<file path="src/rtl/insn_fetch_unit.sv">
// Instruction fetch: single outstanding read, one-entry output latch,
// redirect squash with in-flight discard and sticky misalignment fault.
module insn_fetch_unit #(
    parameter logic [31:0] RESET_PC = 32'h00000000,
    parameter logic [31:0] NOP_INSN = 32'h00000013
) (
    input  logic        CLK,
    input  logic        RST,
    output logic        mem_req,
    output logic [31:0] mem_addr,
    input  logic [31:0] mem_rdata,
    input  logic        mem_ack,
    output logic [31:0] INSN,
    output logic        insn_valid,
    input  logic        insn_ready,
    output logic [31:0] pc_out,
    input  logic        redirect,
    input  logic [31:0] redirect_pc,
    output logic        fault
);

    typedef enum logic [2:0] {
        S_IDLE,
        S_REQ,
        S_HOLD,
        S_DISCARD,
        S_HALT
    } state_t;

    state_t      r_state;
    state_t      w_state_nxt;
    logic [31:0] r_pc;
    logic [31:0] w_pc_nxt;
    logic [31:0] r_old_addr;
    logic [31:0] w_old_addr_nxt;
    logic [31:0] r_insn;
    logic [31:0] w_insn_nxt;
    logic [31:0] r_pc_out;
    logic [31:0] w_pc_out_nxt;
    logic        r_valid;
    logic        w_valid_nxt;
    logic        r_fault;
    logic        w_fault_nxt;
    logic        w_redir_ok;
    logic        w_redir_bad;

    assign w_redir_ok  = redirect && (redirect_pc[1:0] == 2'b00);
    assign w_redir_bad = redirect && (redirect_pc[1:0] != 2'b00);

    always_ff @(posedge CLK) begin
        if (RST) begin
            r_state    <= S_IDLE;
            r_pc       <= RESET_PC;
            r_old_addr <= RESET_PC;
            r_insn     <= NOP_INSN;
            r_pc_out   <= RESET_PC;
            r_valid    <= 1'b0;
            r_fault    <= 1'b0;
        end else begin
            r_state    <= w_state_nxt;
            r_pc       <= w_pc_nxt;
            r_old_addr <= w_old_addr_nxt;
            r_insn     <= w_insn_nxt;
            r_pc_out   <= w_pc_out_nxt;
            r_valid    <= w_valid_nxt;
            r_fault    <= w_fault_nxt;
        end
    end

    always_comb begin
        w_state_nxt    = r_state;
        w_pc_nxt       = r_pc;
        w_old_addr_nxt = r_old_addr;
        w_insn_nxt     = r_insn;
        w_pc_out_nxt   = r_pc_out;
        w_valid_nxt    = r_valid;
        w_fault_nxt    = r_fault;
        if (w_redir_bad) begin
            w_state_nxt = S_HALT;
            w_fault_nxt = 1'b1;
            w_valid_nxt = 1'b0;
            w_insn_nxt  = NOP_INSN;
        end else begin
            unique case (r_state)
                S_IDLE: begin
                    w_state_nxt = S_REQ;
                    if (w_redir_ok) w_pc_nxt = redirect_pc;
                end
                S_REQ: begin
                    if (w_redir_ok) begin
                        w_pc_nxt = redirect_pc;
                        // Read still in flight: remember its address until acked
                        if (!mem_ack) begin
                            w_old_addr_nxt = r_pc;
                            w_state_nxt    = S_DISCARD;
                        end
                    end else if (mem_ack) begin
                        w_insn_nxt   = mem_rdata;
                        w_pc_out_nxt = r_pc;
                        w_valid_nxt  = 1'b1;
                        w_state_nxt  = S_HOLD;
                    end
                end
                S_HOLD: begin
                    if (w_redir_ok) begin
                        w_pc_nxt    = redirect_pc;
                        w_valid_nxt = 1'b0;
                        w_insn_nxt  = NOP_INSN;
                        w_state_nxt = S_REQ;
                    end else if (insn_ready) begin
                        w_pc_nxt    = r_pc + 32'd4;
                        w_valid_nxt = 1'b0;
                        w_insn_nxt  = NOP_INSN;
                        w_state_nxt = S_REQ;
                    end
                end
                S_DISCARD: begin
                    if (w_redir_ok) w_pc_nxt = redirect_pc;
                    if (mem_ack) w_state_nxt = S_REQ;
                end
                S_HALT: begin
                    w_state_nxt = S_HALT;
                end
                default: begin
                    w_state_nxt = S_IDLE;
                end
            endcase
        end
    end

    assign mem_req    = (r_state == S_REQ) || (r_state == S_DISCARD);
    assign mem_addr   = (r_state == S_DISCARD) ? r_old_addr : r_pc;
    assign INSN       = r_insn;
    assign insn_valid = r_valid;
    assign pc_out     = r_pc_out;
    assign fault      = r_fault;

endmodule

</file>
<file path="config.mk">
export PLATFORM = sky130hd
export DESIGN_NAME = insn_fetch_unit
export DESIGN_NICKNAME = d
export VERILOG_FILES = /design/src/rtl/insn_fetch_unit.sv
export SDC_FILE = /design/constraint.sdc
export NUM_CORES = 1
export LEC_CHECK = 0
export CAP_MARGIN = 40
export CELL_PAD_IN_SITES_DETAIL_PLACEMENT = 0
export CELL_PAD_IN_SITES_GLOBAL_PLACEMENT = 2
export CORE_ASPECT_RATIO = 0.5
export CORE_MARGIN = 2
export CORE_UTILIZATION = 25
export CTS_BUF_LIST = sky130_fd_sc_hd__clkbuf_8
export DETAILED_ROUTE_END_ITERATION = 8
export PLACE_DENSITY = 0.78
export SETUP_SLACK_MARGIN = 0.2
export SLEW_MARGIN = 25
export SYNTH_ARGS = -nofsm -noshare
export SYNTH_HDL_FRONTEND = slang
export SYNTH_SLANG_ARGS = --single-unit
</file>
<file path="constraint.sdc">
create_clock -name CLK -period 1.94 [get_ports CLK]
set_input_delay 0.194 -clock CLK [delete_from_list [all_inputs] [get_ports CLK]]
set_output_delay 0.194 -clock CLK [all_outputs]
set_load 0.01 [all_outputs]
</file>
# After elaboration in Yosys (flattened, before gate mapping)
# Index checks and enable logic that the tools add are counted.
# totals
reg_bits	133
latch_bits	0
ram_bits	0
rom_bits	0
output_inout_bits	99
n_memories	0
# classes
add_sub_neg	1
multipliers	0
div	0
magnitude_cmp	0
eq_ne	15
shift	0
n_mux	23
bitwise	3
n_reduce_logical	16
# ops
op	n
$mux 32	8
$pmux 32 s2	2
$add 32x3->32 const B	1
$reduce_and 4->1	6
$mux 3	7
$pmux 3 s5	1
$ne 3x3->1 const B	4
$ne 4x4->1 const B	3
$eq 3x2->1 const B	2
$ne 2x2->1 const B	3
$reduce_bool 2->1	3
$mux 1	4
$eq 3x1->1 const B	1
$eq 3x3->1 const B	1
$logic_not 3->1	1
$not 1->1	3
$reduce_or 3->1	1
$logic_and 1x1->1	2
$logic_not 2->1	1
$ne 2x1->1 const B	1
$pmux 1 s2	1
$reduce_or 2->1	1
$logic_or 1x1->1	1

# Logic depth before layout (Yosys ltp)
# depth
ltp_word	5
mapped_depth	8

# Worst setup path after synthesis
# No wires, ideal clock.
# synth_timing
path_type	reg2reg
startpoint	register r_pc[7]
endpoint	register r_pc[29]
setup_time_ps	74
arrival_ps	1955
required_ps	1866
setup_slack_ps	-89
path_stages_with_launch	6
n_path_buf	0
synth_period_minus_slack_ps	2029
path_cell_list	dfxtp_1 > nand3_2 > or4_4 > or3b_4 > or3_1 > a31oi_1
# synth_via
elab_chain_cells	4
# synth_rtl
element	line_no	text
start: declaration	32	logic [31:0] r_pc;
start signal: assignment	61	r_pc <= w_pc_nxt;
$add 32x3->32	111	w_pc_nxt = r_pc + 32'd4;
$mux 32	110	end else if (insn_ready) begin
$mux 32	105	if (w_redir_ok) begin
$pmux 32 s2	84	unique case (r_state)
# No other way between the ends. The select of a mux whose other input is x is not followed.
# A chain may end at the register's enable or synchronous reset.

# Worst setup path in the final report
# layout_timing
startpoint	register r_state[2]
endpoint	output mem_addr[28]
# layout_via
elab_chain_cells	2
# layout_rtl
element	line_no	text
start: declaration	30	state_t r_state;
start signal: assignment	60	r_state <= w_state_nxt;
$eq 3x2->1	132	assign mem_addr = (r_state == S_DISCARD) ? r_old_addr : r_pc;
$mux 32	132	
end: declaration	10	output logic [31:0] mem_addr,
# No other way between the ends.

==> results.tsv <==
metric	value	unit
slew_viol_final	0	
tightest_slew	0.3683	ns
final.setup.tns	-0.9177	ns
setup_violations	19	
wire_per_inst	16.65	um
synth-seq-cells	133	
avgSynthCellArea	7.741	sq um
num_rows	40	
synth_common_cells	183 x nand2_1, 133 x dfxtp_1, 92 x a21oi_1	
grt_pass1_vias	6211	
cts-buffers-inserted	17	
maxSlewHeadroom	0.7545	
vdd_drop_max	0.0003239	V
crit_path_start	r_state[2]	
die_w	224.8	um
crit_required	1.75	ns
cts_tree	done	
clk_latency	0.47	ns
rsz0062_at_grt	yes	
dieArea	0.02571	sq mm
routed.top_layer	met4	
outcome	complete, but fails checks	
cp-end-kind	output port	
min_from	RST	
fin_cells	1343	
wl_met2	10270	um
grt.total_usage	0.1679	
fmax	0.4966	GHz
drt_iter0_drc	327	
r2r-start	r_pc[7]	
syn_area	0.006092	sq mm
grt_pass1_wl	33380	um
period_share	1.038	
pin_count	168	
p_leak	3.681	nW
violations	negative setup slack	
synth_top_area_share	0.4371	
seq_area_frac_synth	0.4371	
synthesis.nets	857	
yosysTopAreaCell	dfxtp_1	
yosysMostFrequentCell	nand2_1	
cellPowerDensity	601.9	mW/mm^2
timing.final.ws_setup	-0.07387	ns
portBuffers	167	
vias_per_cell	4.841	
regToRegSetupSlack	-0.03	ns
finalHoldViolations	0	
dp_hpwl	15170	um
antenna_left	0	
synth_area_leaders	dfxtp_1 44%, nand2_1 11%, a21oi_1 7.6%	
skew	0.01482	ns
fp.dieH	114.4	um
worstPathArrival	1.82	ns
cts_buffer_depth	2	
num-nets-final	1090	
grt_max_degree	67	
wl_met3	1164	um
num-fill-cells	2376	
synthFlopType	dfxtp_1	
placedCellCount	1293	
setup.worst_path.start_class	register	
synth_edf_count	0	
crit_type	register to output port	
start_util	0.2541	
overflow	0	
areaGrowthSynthToFinish	61.33	%
synth.distinct_cells	56	
cts_root_buf	clkbuf_8	
core	0.02397	sq mm
num_antenna_cells	0	
clock_sink_count	133	
yosysWarnings	0	
cts-htree-levels	4	
antenna_found_initial	0	
drc_errors	0	
drtPass1Iterations	4	
hold_path_class	primary input to register	
routabilityCongestion	0.8235	
maxCapViolCount	0	
layout-drive-gt1-share	0.2597	
min_period	2.014	ns
path_clk_slew	0.08	ns
crit_fanout	5	
syn_inst	787	
routed_wl	22360	um
async_reset_ff_frac	0	
via_count	6502	
wl_met1	10630	um
[metal layers]
layer  track usage  vias to the layer above
met4       0.04106                        0
met5             0                        -
met1        0.2191                     3153
met3       0.05671                       14
li1              -                     3202
met2        0.2679                      133
[cells by family after synthesis]
logic type,synth area share
compound gates,0.1733
mux,0.06737
simple gates,0.2707
flops,0.4371
buf+inv,0.04950
fa+ha+maj,0.002053
[sequential cells by signal, summed over array words and instances (netlist names)]
name        count
INSN           32
fault           1
insn_valid      1
pc_out         32
r_old_addr     32
r_pc           32
r_state         3
[final timing paths]
check	to	cells after the start
hold reg to reg	pc_out[24]	2
setup reg to reg	r_pc[29]	5
hold / removal	r_old_addr[25]	2
setup / recovery	mem_addr[28]	7
[power breakdown]
part | leakage [nW] | internal (mW) | total [mW] | switching, mW
clock network | 0.188 | 1.12 | 2.19 | 1.08
logic | 2.41 | 0.471 | 0.902 | 0.430
registers | 1.08 | 2.78 | 2.82 | 0.0396
total | 3.68 | 4.37 | 5.92 | 1.55
[worst max-delay path, stage by stage (launching register included)]
cell and delay (ns):
dfxtp_2 0.32, nand2b_4 0.14, inv_4 0.08, nand2_8 0.10, buf_12 0.16, buf_16 0.13, mux2_4 0.30, buf_6 0.13
[cell type report]
type / count / area (sq um) / share of cell area
multi-input cells: 576 / 3446 / 0.3506
repair buffers: 285 / 2934 / 0.2985
flip-flops and latches: 133 / 2685 / 0.2732
well taps: 315 / 394.1 / 0.04010
clock buffers: 18 / 247.7 / 0.02521
clock inverters: 9 / 92.59 / 0.009421
inverters: 7 / 28.78 / 0.002928
[metrics by stage]
step	cell area [sq um]	hold WS [ns]	power [mW]	setup slack, ns	utilization
floorplan	6193	0.3244	3.218	0.02375	-
global placement	8827	0.4395	3.700	-0.1815	0.3682
detailed placement	8827	0.4439	3.705	-0.2482	0.3682
CTS	9560	0.1082	5.956	-0.1212	0.3988
global route	9828	0.1240	6.175	-0.1688	0.4100
finish	9828	0.1354	5.915	-0.07387	0.4100
[cells in the final DEF (no fill, tap or decap), types with 5 or more instances in the layout]
master and count:
mux2i_1 5, clkdlybuf4s50_1 132, o22ai_1 7, mux2_4 15, clkinv_2 5, nand4_1 8
nor2_1 25, nor4_4 5, and3_1 12, mux2_2 17, or3_1 8, inv_1 8
a21o_1 8, clkbuf_8 18, o21ai_0 37, dfxtp_1 119, buf_6 40, buf_4 90
a21oi_1 91, nor3_1 13, a31oi_1 11, nand2_1 179, dfxtp_2 12, buf_12 14
nand2b_1 6, nand3_1 52
[repair_timing]
item	in CTS	in global routing
gates cloned	4	5
resized for setup	211	33
setup buffers	11	3
setup endpoints to repair	55	113
pin swaps	10	9
endpoints found under the hold margin	0	0
hold buffers	0	0
Power figures use the tool's default switching activity.
